[config.mk]
export PLATFORM = sky130hd
export DESIGN_NAME = load_store_unit
export DESIGN_NICKNAME = d
export VERILOG_FILES = /design/src/rtl/load_store_unit.sv
export SDC_FILE = /design/constraint.sdc
export NUM_CORES = 1
export LEC_CHECK = 0
export CORE_ASPECT_RATIO = 1.75
export CORE_MARGIN = 8
export CORE_UTILIZATION = 45
export CTS_BUF_LIST = sky130_fd_sc_hd__clkbuf_2
export DETAILED_ROUTE_END_ITERATION = 8
export GPL_ROUTABILITY_DRIVEN = 0
export PLACE_DENSITY = 0.93
export SYNTH_ARGS = -nofsm -noshare
export SYNTH_HDL_FRONTEND = slang
export SYNTH_SLANG_ARGS = --single-unit
[constraint.sdc]
create_clock -name clk -period 2 [get_ports clk]
set_clock_uncertainty 0.05 [all_clocks]
set_input_delay 0.3 -clock clk [delete_from_list [all_inputs] [get_ports clk]]
set_output_delay 0.3 -clock clk [all_outputs]
set_load 0.01 [all_outputs]
[src/rtl/load_store_unit.sv]
`default_nettype none
// +----------------------------------------------------------------------------+
// | Module      : load_store_unit                                              |
// | Description : RV32I load/store unit. Accepts one request at a time,        |
// |               checks alignment and width codes, issues a single bus        |
// |               request to data memory and returns a one-cycle response.     |
// |               Optional macro LSU_TIMEOUT_EN adds a memory-response         |
// |               watchdog bounded by TIMEOUT_CYCLES.                          |
// | Revision    : 1.0 - initial release                                        |
// +----------------------------------------------------------------------------+
module load_store_unit #(
    parameter int TIMEOUT_CYCLES = 16
) (
    input  logic        clk,
    input  logic        rst,
    input  logic        req_valid_i,
    output logic        req_ready_o,
    input  logic        req_load_i,
    input  logic [2:0]  req_funct3_i,
    input  logic [31:0] req_addr_i,
    input  logic [31:0] req_wdata_i,
    input  logic [4:0]  req_rd_i,
    output logic        resp_valid_o,
    output logic [31:0] resp_data_o,
    output logic [4:0]  resp_rd_o,
    output logic        resp_err_o,
    output logic        resp_misalign_o,
    output logic        busy_o,
    output logic        mem_req_valid_o,
    input  logic        mem_req_ready_i,
    output logic        mem_we_o,
    output logic [31:0] mem_addr_o,
    output logic [31:0] mem_wdata_o,
    output logic [3:0]  mem_be_o,
    input  logic        mem_resp_valid_i,
    input  logic [31:0] mem_rdata_i,
    input  logic        mem_resp_err_i
);

    localparam logic [1:0] c_st_idle = 2'd0;
    localparam logic [1:0] c_st_req  = 2'd1;
    localparam logic [1:0] c_st_wait = 2'd2;
    localparam logic [1:0] c_st_resp = 2'd3;

    logic [1:0]  r_state;
    logic        r_load;
    logic [2:0]  r_funct3;
    logic [31:0] r_addr;
    logic [31:0] r_wdata;
    logic [4:0]  r_rd;
    logic        r_mem_req_valid;
    logic        r_resp_valid;
    logic [31:0] r_resp_data;
    logic [4:0]  r_resp_rd;
    logic        r_resp_err;
    logic        r_resp_misalign;

    logic        w_req_illegal;
    logic        w_req_misalign;
    logic        w_timeout;
    logic [31:0] w_lane;
    logic [31:0] w_load_data;
    logic [3:0]  w_be;
    logic [31:0] w_wdata;

    // Width code decode of the incoming request: low two funct3 bits give the size.
    assign w_req_illegal  = req_load_i ? (req_funct3_i == 3'b011 || req_funct3_i == 3'b110 ||
                                          req_funct3_i == 3'b111)
                                       : (req_funct3_i > 3'b010);
    assign w_req_misalign = ((req_funct3_i[1:0] == 2'b01) && req_addr_i[0]) ||
                            ((req_funct3_i[1:0] == 2'b10) && (req_addr_i[1:0] != 2'b00));

`ifdef LSU_TIMEOUT_EN
    localparam int c_cnt_w = $clog2(TIMEOUT_CYCLES + 1);
    logic [c_cnt_w-1:0] r_wd_cnt;

    // Watchdog: counts every cycle a transaction is outstanding on the bus.
    always_ff @(posedge clk) begin
        if (rst) begin
            r_wd_cnt <= '0;
        end else if (r_state == c_st_req || r_state == c_st_wait) begin
            r_wd_cnt <= r_wd_cnt + 1'b1;
        end else begin
            r_wd_cnt <= '0;
        end
    end

    // Fires on the last allowed cycle so the abort edge is the limit-th cycle.
    assign w_timeout = (r_wd_cnt == c_cnt_w'(TIMEOUT_CYCLES - 1));
`else
    localparam int c_unused_timeout = TIMEOUT_CYCLES;
    assign w_timeout = 1'b0;
`endif

    // Bring the addressed byte lane down to bit 0 of the read word.
    assign w_lane = mem_rdata_i >> {r_addr[1:0], 3'b000};

    // Sign- or zero-extend the selected lane according to the load width code.
    always_comb begin
        w_load_data = w_lane;
        case (r_funct3)
            3'b000:  w_load_data = {{24{w_lane[7]}}, w_lane[7:0]};
            3'b001:  w_load_data = {{16{w_lane[15]}}, w_lane[15:0]};
            3'b100:  w_load_data = {24'd0, w_lane[7:0]};
            3'b101:  w_load_data = {16'd0, w_lane[15:0]};
            default: w_load_data = w_lane;
        endcase
    end

    // Byte enables and replicated store data; loads share the same enable pattern.
    always_comb begin
        w_be    = 4'b1111;
        w_wdata = r_wdata;
        case (r_funct3[1:0])
            2'b00: begin
                w_be    = 4'b0001 << r_addr[1:0];
                w_wdata = {4{r_wdata[7:0]}};
            end
            2'b01: begin
                w_be    = 4'b0011 << r_addr[1:0];
                w_wdata = {2{r_wdata[15:0]}};
            end
            default: begin
                w_be    = 4'b1111;
                w_wdata = r_wdata;
            end
        endcase
    end

    // Transaction FSM with registered bus-valid and response outputs.
    always_ff @(posedge clk) begin
        if (rst) begin
            r_state         <= c_st_idle;
            r_load          <= 1'b0;
            r_funct3        <= 3'd0;
            r_addr          <= 32'd0;
            r_wdata         <= 32'd0;
            r_rd            <= 5'd0;
            r_mem_req_valid <= 1'b0;
            r_resp_valid    <= 1'b0;
            r_resp_data     <= 32'd0;
            r_resp_rd       <= 5'd0;
            r_resp_err      <= 1'b0;
            r_resp_misalign <= 1'b0;
        end else begin
            r_resp_valid <= 1'b0;
            case (r_state)
                c_st_idle: begin
                    if (req_valid_i) begin
                        r_load   <= req_load_i;
                        r_funct3 <= req_funct3_i;
                        r_addr   <= req_addr_i;
                        r_wdata  <= req_wdata_i;
                        r_rd     <= req_rd_i;
                        if (w_req_illegal || w_req_misalign) begin
                            // Rejected without touching the bus.
                            r_state         <= c_st_resp;
                            r_resp_valid    <= 1'b1;
                            r_resp_misalign <= 1'b1;
                            r_resp_err      <= 1'b0;
                            r_resp_data     <= 32'd0;
                            r_resp_rd       <= req_rd_i;
                        end else begin
                            r_state         <= c_st_req;
                            r_mem_req_valid <= 1'b1;
                        end
                    end
                end
                c_st_req: begin
                    if (w_timeout) begin
                        r_state         <= c_st_resp;
                        r_mem_req_valid <= 1'b0;
                        r_resp_valid    <= 1'b1;
                        r_resp_err      <= 1'b1;
                        r_resp_misalign <= 1'b0;
                        r_resp_data     <= 32'd0;
                        r_resp_rd       <= r_rd;
                    end else if (mem_req_ready_i) begin
                        r_state         <= c_st_wait;
                        r_mem_req_valid <= 1'b0;
                    end
                end
                c_st_wait: begin
                    if (mem_resp_valid_i) begin
                        r_state         <= c_st_resp;
                        r_resp_valid    <= 1'b1;
                        r_resp_err      <= mem_resp_err_i;
                        r_resp_misalign <= 1'b0;
                        r_resp_data     <= r_load ? w_load_data : 32'd0;
                        r_resp_rd       <= r_rd;
                    end else if (w_timeout) begin
                        r_state         <= c_st_resp;
                        r_resp_valid    <= 1'b1;
                        r_resp_err      <= 1'b1;
                        r_resp_misalign <= 1'b0;
                        r_resp_data     <= 32'd0;
                        r_resp_rd       <= r_rd;
                    end
                end
                default: begin
                    r_state <= c_st_idle;
                end
            endcase
        end
    end

    assign req_ready_o     = (r_state == c_st_idle) && !rst;
    assign busy_o          = (r_state != c_st_idle);
    assign mem_req_valid_o = r_mem_req_valid;
    assign mem_we_o        = ~r_load;
    assign mem_addr_o      = {r_addr[31:2], 2'b00};
    assign mem_be_o        = w_be;
    assign mem_wdata_o     = w_wdata;
    assign resp_valid_o    = r_resp_valid;
    assign resp_data_o     = r_resp_data;
    assign resp_rd_o       = r_resp_rd;
    assign resp_err_o      = r_resp_err;
    assign resp_misalign_o = r_resp_misalign;

endmodule
`default_nettype wire

; ---- Word-level counts from Yosys, hierarchy flattened
; Cells that the tools add are included.
[totals]
latchBits = 0
ramBits = 0
regBits = 116
memories = 0
romBits = 0
in_bits = 111
word_cells = 86
[classes]
eq_ne = 16
n_bitwise = 1
n_reduce_logical = 19
add_sub_neg = 0
mul = 0
n_div = 0
mux = 34
shifts = 3
n_lt_le_gt_ge = 1
[op_table]
columns = cell, n
row1 = $mux 32, 4
row2 = $pmux 32 s2, 2
row3 = $pmux 32 s4, 1
row4 = $shr 32x5->32, 1
row5 = $mux 5, 3
row6 = $mux 1, 13
row7 = $eq 3x3->1 const B, 4
row8 = $ne 2x2->1 const B, 5
row9 = $pmux 5 s2, 1
row10 = $mux 2, 4
row11 = $pmux 1 s2, 4
row12 = $pmux 4 s2, 1
row13 = $reduce_and 4->1, 2
row14 = $reduce_bool 2->1, 4
row15 = $eq 2x1->1 const B, 3
row16 = $pmux 2 s3, 1
row17 = $eq 2x2->1 const B, 2
row18 = $logic_not 2->1, 2
row19 = $logic_or 1x1->1, 4
row20 = $shl 1x2->4 const A, 1
row21 = $shl 2x2->4 const A, 1
row22 = $eq 3x1->1 const B, 1
row23 = $eq 3x2->1 const B, 1
row24 = $gt 3x2->1 const B, 1
row25 = other kinds (6), 8

; ---- Longest topological paths before layout
[logic_depth]
ltp_word = 8
ltp_mapped = 8

; ---- Worst setup path after synthesis
; No wires, ideal clock.
[synth_path]
path_type = reg2reg
from = register r_state[0]
to = register r_resp_data[10], in the netlist resp_data_o[10]
setup_time_ps = 70
period_less_slack_ps = 1812
path_slack_ps = 188
arrival_time_ps = 1692
required_time_ps = 1880
stages_incl_launch_ff = 9
path_cell_list = dfxtp_1 > inv_1 > ha_1 > buf_2 > nor2b_1 > and2_0 > nor3_4 > buf_4 > o2bb2ai_1
[synth_via]
elab_chain_len = 3
word_cells_on_any_way = 8
classes_between = eq/ne: 4 / mux: 1 / reduce/logical: 3
[synth_rtl]
columns = item, line
row1 = from (decl), 45  ; logic [1:0] r_state;
row2 = from (signal assigned), 133  ; r_state <= c_st_idle;
row3 = from (signal assigned), 157  ; r_state <= c_st_resp;
row4 = from (signal assigned), 164  ; r_state <= c_st_req;
row5 = $eq 2x2->1 or $logic_not 2->1 (tied branches), 147  ; case (r_state)
row6 = $ne 2x2->1 (no line) or $reduce_bool 2->1 (tied branches), -
row7 = $reduce_and 4->1 (no line), -
row8 = to (signal assigned), 189  ; r_resp_data <= r_load ? w_load_data : 32'd0;
row9 = to (decl), 53  ; logic [31:0] r_resp_data;
; Parallel ways exist; a longest one is shown, timed or not.
; A chain may end at the register's enable or synchronous reset.

; ---- Final worst setup path
[layout_path]
from = register r_funct3[0]
to = output mem_wdata_o[14]
[layout_via]
elab_chain_len = 2
word_cells_on_any_way = 3
classes_between = eq/ne: 1 / mux: 1 / reduce/logical: 1
[layout_rtl]
columns = item, line
row1 = from (decl), 47  ; logic [2:0] r_funct3;
row2 = from (signal assigned), 151  ; r_funct3 <= req_funct3_i;
row3 = $eq 2x1->1 or $logic_not 2->1 (tied branches), 114  ; case (r_funct3[1:0])
row4 = $pmux 32 s2 *, 114
row5 = to (decl), 33  ; output logic [31:0] mem_wdata_o,
; Mark *: on every way between the ends. The rest lies on a longest branch, timed or not.

==> impl_results.html <==
<table>
<tr><th>Metric</th><th>Value</th></tr>
<tr><th colspan="2">Status</th></tr>
<tr><td>Outcome</td><td>finished, violations left</td></tr>
<tr><td>Violations in the final reports</td><td>setup timing</td></tr>
<tr><th colspan="2">STA</th></tr>
<tr><td>Count of pins over their slew limit</td><td>0</td></tr>
<tr><td>Number of setup violations in the final report</td><td>27</td></tr>
<tr><td>Setup repair after global routing missed its margin</td><td>yes</td></tr>
<tr><td>Final Cycle Share</td><td>107%</td></tr>
<tr><td>Time the final worst path needs with I/O delays and setup</td><td>2140 ps</td></tr>
<tr><td>Count of endpoints failing hold in the final timing report</td><td>0</td></tr>
<tr><td>Upper clock frequency limit</td><td>0.467 GHz</td></tr>
<tr><td>Least-Margin Pin Slew</td><td>532 ps</td></tr>
<tr><td>Tightest slew margin relative to the limit</td><td>64.5%</td></tr>
<tr><td>Worst hold slack across all endpoints</td><td>about 76 ps</td></tr>
<tr><td>Worst Setup Slack, final</td><td>-143 ps</td></tr>
<tr><td>Setup TNS</td><td>-2110 ps</td></tr>
<tr><th colspan="2">Cells and area</th></tr>
<tr><td>Layout cell share with drive strength beyond 1</td><td>23.7%</td></tr>
<tr><td>Signed area change from the synthesized netlist to the final layout</td><td>47.2%</td></tr>
<tr><td>Number of fillers in the final layout</td><td>1,008</td></tr>
<tr><td>Net count, final</td><td>1,012</td></tr>
<tr><td>Final Util</td><td>67.3%</td></tr>
<tr><th colspan="2">Synth</th></tr>
<tr><td>Count of state elements after synthesis</td><td>116</td></tr>
<tr><td>Post-synth top area share</td><td>39.5%</td></tr>
<tr><td>Cell type with the highest aggregate area in the netlist</td><td>dfxtp_1</td></tr>
<tr><td>Async SR Flop Fraction</td><td>0%</td></tr>
<tr><td>Post-synthesis instance area</td><td>5880 um2</td></tr>
<tr><td>Count of warnings emitted by yosys</td><td>0</td></tr>
<tr><td>Instance count of the mapped netlist</td><td>690</td></tr>
<tr><td>Seq/Total Area, Yosys</td><td>between 30% and 40%</td></tr>
<tr><td>Dominant cells by area after synthesis</td><td>dfxtp_1 39%, nand2_1 10%, a21oi_1 9.3%, buf_4 5.5%, mux2i_1 4.3%</td></tr>
<tr><td>Top FF cell, synth</td><td>dfxtp_1</td></tr>
<tr><td>Count of flip-flops with a built-in enable after synthesis</td><td>0</td></tr>
<tr><td>Post-Syn Area per Cell</td><td>8.52 um2</td></tr>
<tr><td>Distinct cell type count of the synthesized netlist</td><td>49</td></tr>
<tr><th colspan="2">Clocking</th></tr>
<tr><td>Cell at the root of the clock tree</td><td>clkbuf_2</td></tr>
<tr><td>TritonCTS sink count</td><td>116</td></tr>
<tr><td>Later-pin clock latency in the skew report</td><td>~670 ps</td></tr>
<tr><td>CTS buffer count</td><td>17</td></tr>
<tr><td>Clock transition time at the flip-flop clock pins of the worst setup and hold paths</td><td>210 ps</td></tr>
<tr><td>Worst-case clock buffer depth</td><td>2</td></tr>
<tr><td>Clock tree from TritonCTS</td><td>yes</td></tr>
<tr><td>H-tree Lvls</td><td>4</td></tr>
<tr><th colspan="2">Critical path</th></tr>
<tr><td>Startpoint kind of the worst setup timing path</td><td>flip-flop</td></tr>
<tr><td>Arrival time worst endpoint</td><td>1790 ps</td></tr>
<tr><td>Critical-path maximum fanout</td><td>5</td></tr>
<tr><td>Slowest-stage cell, CP</td><td>dfxtp_4</td></tr>
<tr><td>WP data required</td><td>approximately 1700 ps</td></tr>
<tr><td>Type of destination of the critical path</td><td>primary output</td></tr>
<tr><td>Worst r2r path cells</td><td>9</td></tr>
<tr><td>Family with the most delay on the worst path</td><td>flip-flops</td></tr>
<tr><td>Count of buffering cells on the critical path with inverters included</td><td>1</td></tr>
<tr><td>CP Class</td><td>reg2out</td></tr>
<tr><td>Delay of the slowest cell on the worst path</td><td>around 400 ps</td></tr>
<tr><td>Worst-case register-to-register setup slack</td><td>80 ps</td></tr>
<tr><td>Number of logic stages on the critical path including buffering</td><td>3</td></tr>
<tr><td>Cell chain of the critical path</td><td>or2_4, mux2_2, buf_2</td></tr>
<tr><th colspan="2">Floorplanning</th></tr>
<tr><td>Floorplan core area</td><td>12,900 um2</td></tr>
<tr><td>Boundary Pins</td><td>between 200 and 250</td></tr>
<tr><td>Row cnt</td><td>55</td></tr>
<tr><td>Initial Util</td><td>45.7%</td></tr>
<tr><td>Die area</td><td>approximately 17,000 um2</td></tr>
<tr><td>Overall die width</td><td>approximately 100 um</td></tr>
<tr><td>Die height</td><td>about 170 um</td></tr>
<tr><th colspan="2">Routing</th></tr>
<tr><td>Number of DRC violations after detailed-routing iteration 0</td><td>around 320</td></tr>
<tr><td>Vias/cell</td><td>5.42</td></tr>
<tr><td>1st-pass router iterations</td><td>5</td></tr>
<tr><td>Number of design rule violations left after detail routing</td><td>0</td></tr>
<tr><td>Via count of the routed design</td><td>5,878</td></tr>
<tr><td>Overall routed net length</td><td>20,300 um</td></tr>
<tr><td>Avg WL per Cell</td><td>18.8 um</td></tr>
<tr><td>Number of nets still failing antenna checks after routing</td><td>0</td></tr>
<tr><th colspan="2">GRT</th></tr>
<tr><td>Global-route congestion overflow total</td><td>0</td></tr>
<tr><td>Number of global-route vias before repair</td><td>6,092</td></tr>
<tr><td>Overall track demand over capacity in global routing</td><td>23.5%</td></tr>
<tr><td>Maximum number of pins on one net before global-route repair</td><td>51</td></tr>
<tr><td>Initial antenna violation count</td><td>3</td></tr>
<tr><td>Global-route wire length before repair</td><td>~32,000 um</td></tr>
<tr><th colspan="2">Place</th></tr>
<tr><td>Total of buffers placed on input and output ports</td><td>220</td></tr>
<tr><td>Placement Setup Slack</td><td>-219 ps</td></tr>
<tr><td>Detailed placement HPWL</td><td>14,500 um</td></tr>
<tr><th colspan="2">Hold path</th></tr>
<tr><td>WHS Path Cells</td><td>3</td></tr>
<tr><td>Path type of the worst min-delay path</td><td>in2reg</td></tr>
<tr><th colspan="2">Power</th></tr>
<tr><td>Largest vdd supply drop</td><td>0.646 mV</td></tr>
<tr><td>Cell Int Power</td><td>approximately 5.1 mW</td></tr>
<tr><td>Clock share of power</td><td>18.7%</td></tr>
<tr><td>Net load switching power</td><td>3.26 mW</td></tr>
<tr><td>Leakage power</td><td>3.65 nW</td></tr>
<tr><td>Share of total power in combinational logic</td><td>46.8%</td></tr>
<tr><td>Sequential group share of total power</td><td>around a third</td></tr>
<tr><td>Switching part of the total power</td><td>38.8%</td></tr>
<tr><td>Pwr/cell area</td><td>969 nW/um2</td></tr>
<tr><th colspan="2">Flow run</th></tr>
<tr><td>MaxCap Viol Count</td><td>0</td></tr>
</table>
-- metrics by stage --
step	std cells	power [mW]	instance area, um2
finish	1084	8.39	8660
global route	1084	8.87	8660
CTS	1077	8.29	8560
detailed placement	1020	6.55	8070
global placement	1020	6.46	8070
floorplan	691	5.08	5890
-- Yosys cell counts (all sizes together) (5+ instances only) --
library cell and count:
a21oi 110, and3 8, buf 65, clkbuf 33, dfxtp 116, inv 7, mux2 21, mux2i 25
mux4 8, nand2 162, nand3 12, nand4b 8, nor2 5, nor3 13, o21ai 29, o2bb2ai 19
o31ai 12
-- cell usage in the layout, fill, tap and decap left out, types with 3 or more instances in the layout --
master and count:
dfxtp_2 19, nand3_1 11, and3_1 8, clkbuf_2 17
buf_6 20, dlymetal6s2s_1 4, mux2_2 13, o2bb2ai_1 19
o21ai_0 14, dfxtp_1 93, inv_1 3, mux2_4 8
mux2i_2 3, nand4b_1 8, nor2_1 3, nand2b_1 4
buf_4 49, nand2_1 160, o21ai_1 5, a32o_1 4
clkinvlp_4 5, clkdlybuf4s50_1 110, a21oi_1 109, mux2i_1 22
mux4_2 6, ha_1 3, buf_12 8, dfxtp_4 4
diode_2 3, o31ai_1 12, buf_2 12, clkinv_4 4
nor3_1 4, o21ai_2 10, nor3_2 8, dlygate4sd2_1 75
dlygate4sd3_1 3
-- registers in the layout, summed over array words and instances (netlist names), 2 cells and up --
signal       cells
r_rd             5
resp_rd_o        5
r_addr          32
r_funct3         3
r_state          2
r_wdata         32
resp_data_o     32
-- what timing repair did --
action                                  4_1_cts  5_1_grt
buffers inserted                             18        4
cloned                                        4        0
pin swaps                                     3        3
endpoints found under the hold margin        17        0
gates resized for setup                     279       22
endpoints found under the setup margin      118       50
hold buffers                                  3        0
-- final cells by class --
| type | instances | area [um2] | share of cell area, % |
|---|---|---|---|
| Sequential cell | 116 | 2360 | 27.3 |
| Inverter | 7 | 32.5 | 0.376 |
| Multi-Input combinational cell | 471 | 3050 | 35.3 |
| Timing Repair Buffer | 284 | 2740 | 31.7 |
| Tap cell | 171 | 214 | 2.47 |
| Clock buffer | 17 | 85.1 | 0.983 |
| Clock inverter | 15 | 159 | 1.84 |
| Antenna cell | 3 | 7.51 | 0.0867 |
-- metal layers --
layer	track usage (%)	wire length [um]	vias up
met4	15.5	1080	0
met3	7.10	1450	66
li1	-	-	2786
met5	0	0	-
met1	22.7	6870	2769
met2	41.2	10900	257
-- kinds of logic after synthesis --
logic type / synth area share, %
muxes: 11.5
AOI/OAI and AO/OA: 19.1
buffers and inverters: 10.4
DFF: 39.5
xor gates and xnor gates: 0.149
and+or+nand+nor: 18.4
adders and majority gates: 0.851
other: 0.0638
-- power groups by stage --
stage | Combinational [mW] | Clock (mW) | Sequential (mW)
after global placement | 3.54 | 0 | 2.92
after CTS | 3.80 | 1.61 | 2.88
final | 3.93 | 1.57 | 2.89
after floorplan | 2.20 | 0 | 2.89
after global routing | 4.24 | 1.70 | 2.94
after detailed placement | 3.62 | 0 | 2.94
-- path summary, 6_finish.rpt --
path	end	start
worst max-delay path	mem_wdata_o[14]	r_funct3[0]$_SDFFE_PP0P_
worst min-delay path	r_wdata[23]$_SDFFE_PP0P_	req_wdata_i[23]
worst max register to register	resp_err_o$_SDFFE_PP0P_	r_state[0]$_SDFFE_PP0P_
worst min register to register	r_addr[6]$_SDFFE_PP0P_	r_addr[6]$_SDFFE_PP0P_
-- worst min-delay path: stages --
cell and delay (ps):
clkdlybuf4s50_1 400, nand2_1 60, a21oi_1 50
Power figures use the tool's default switching activity.
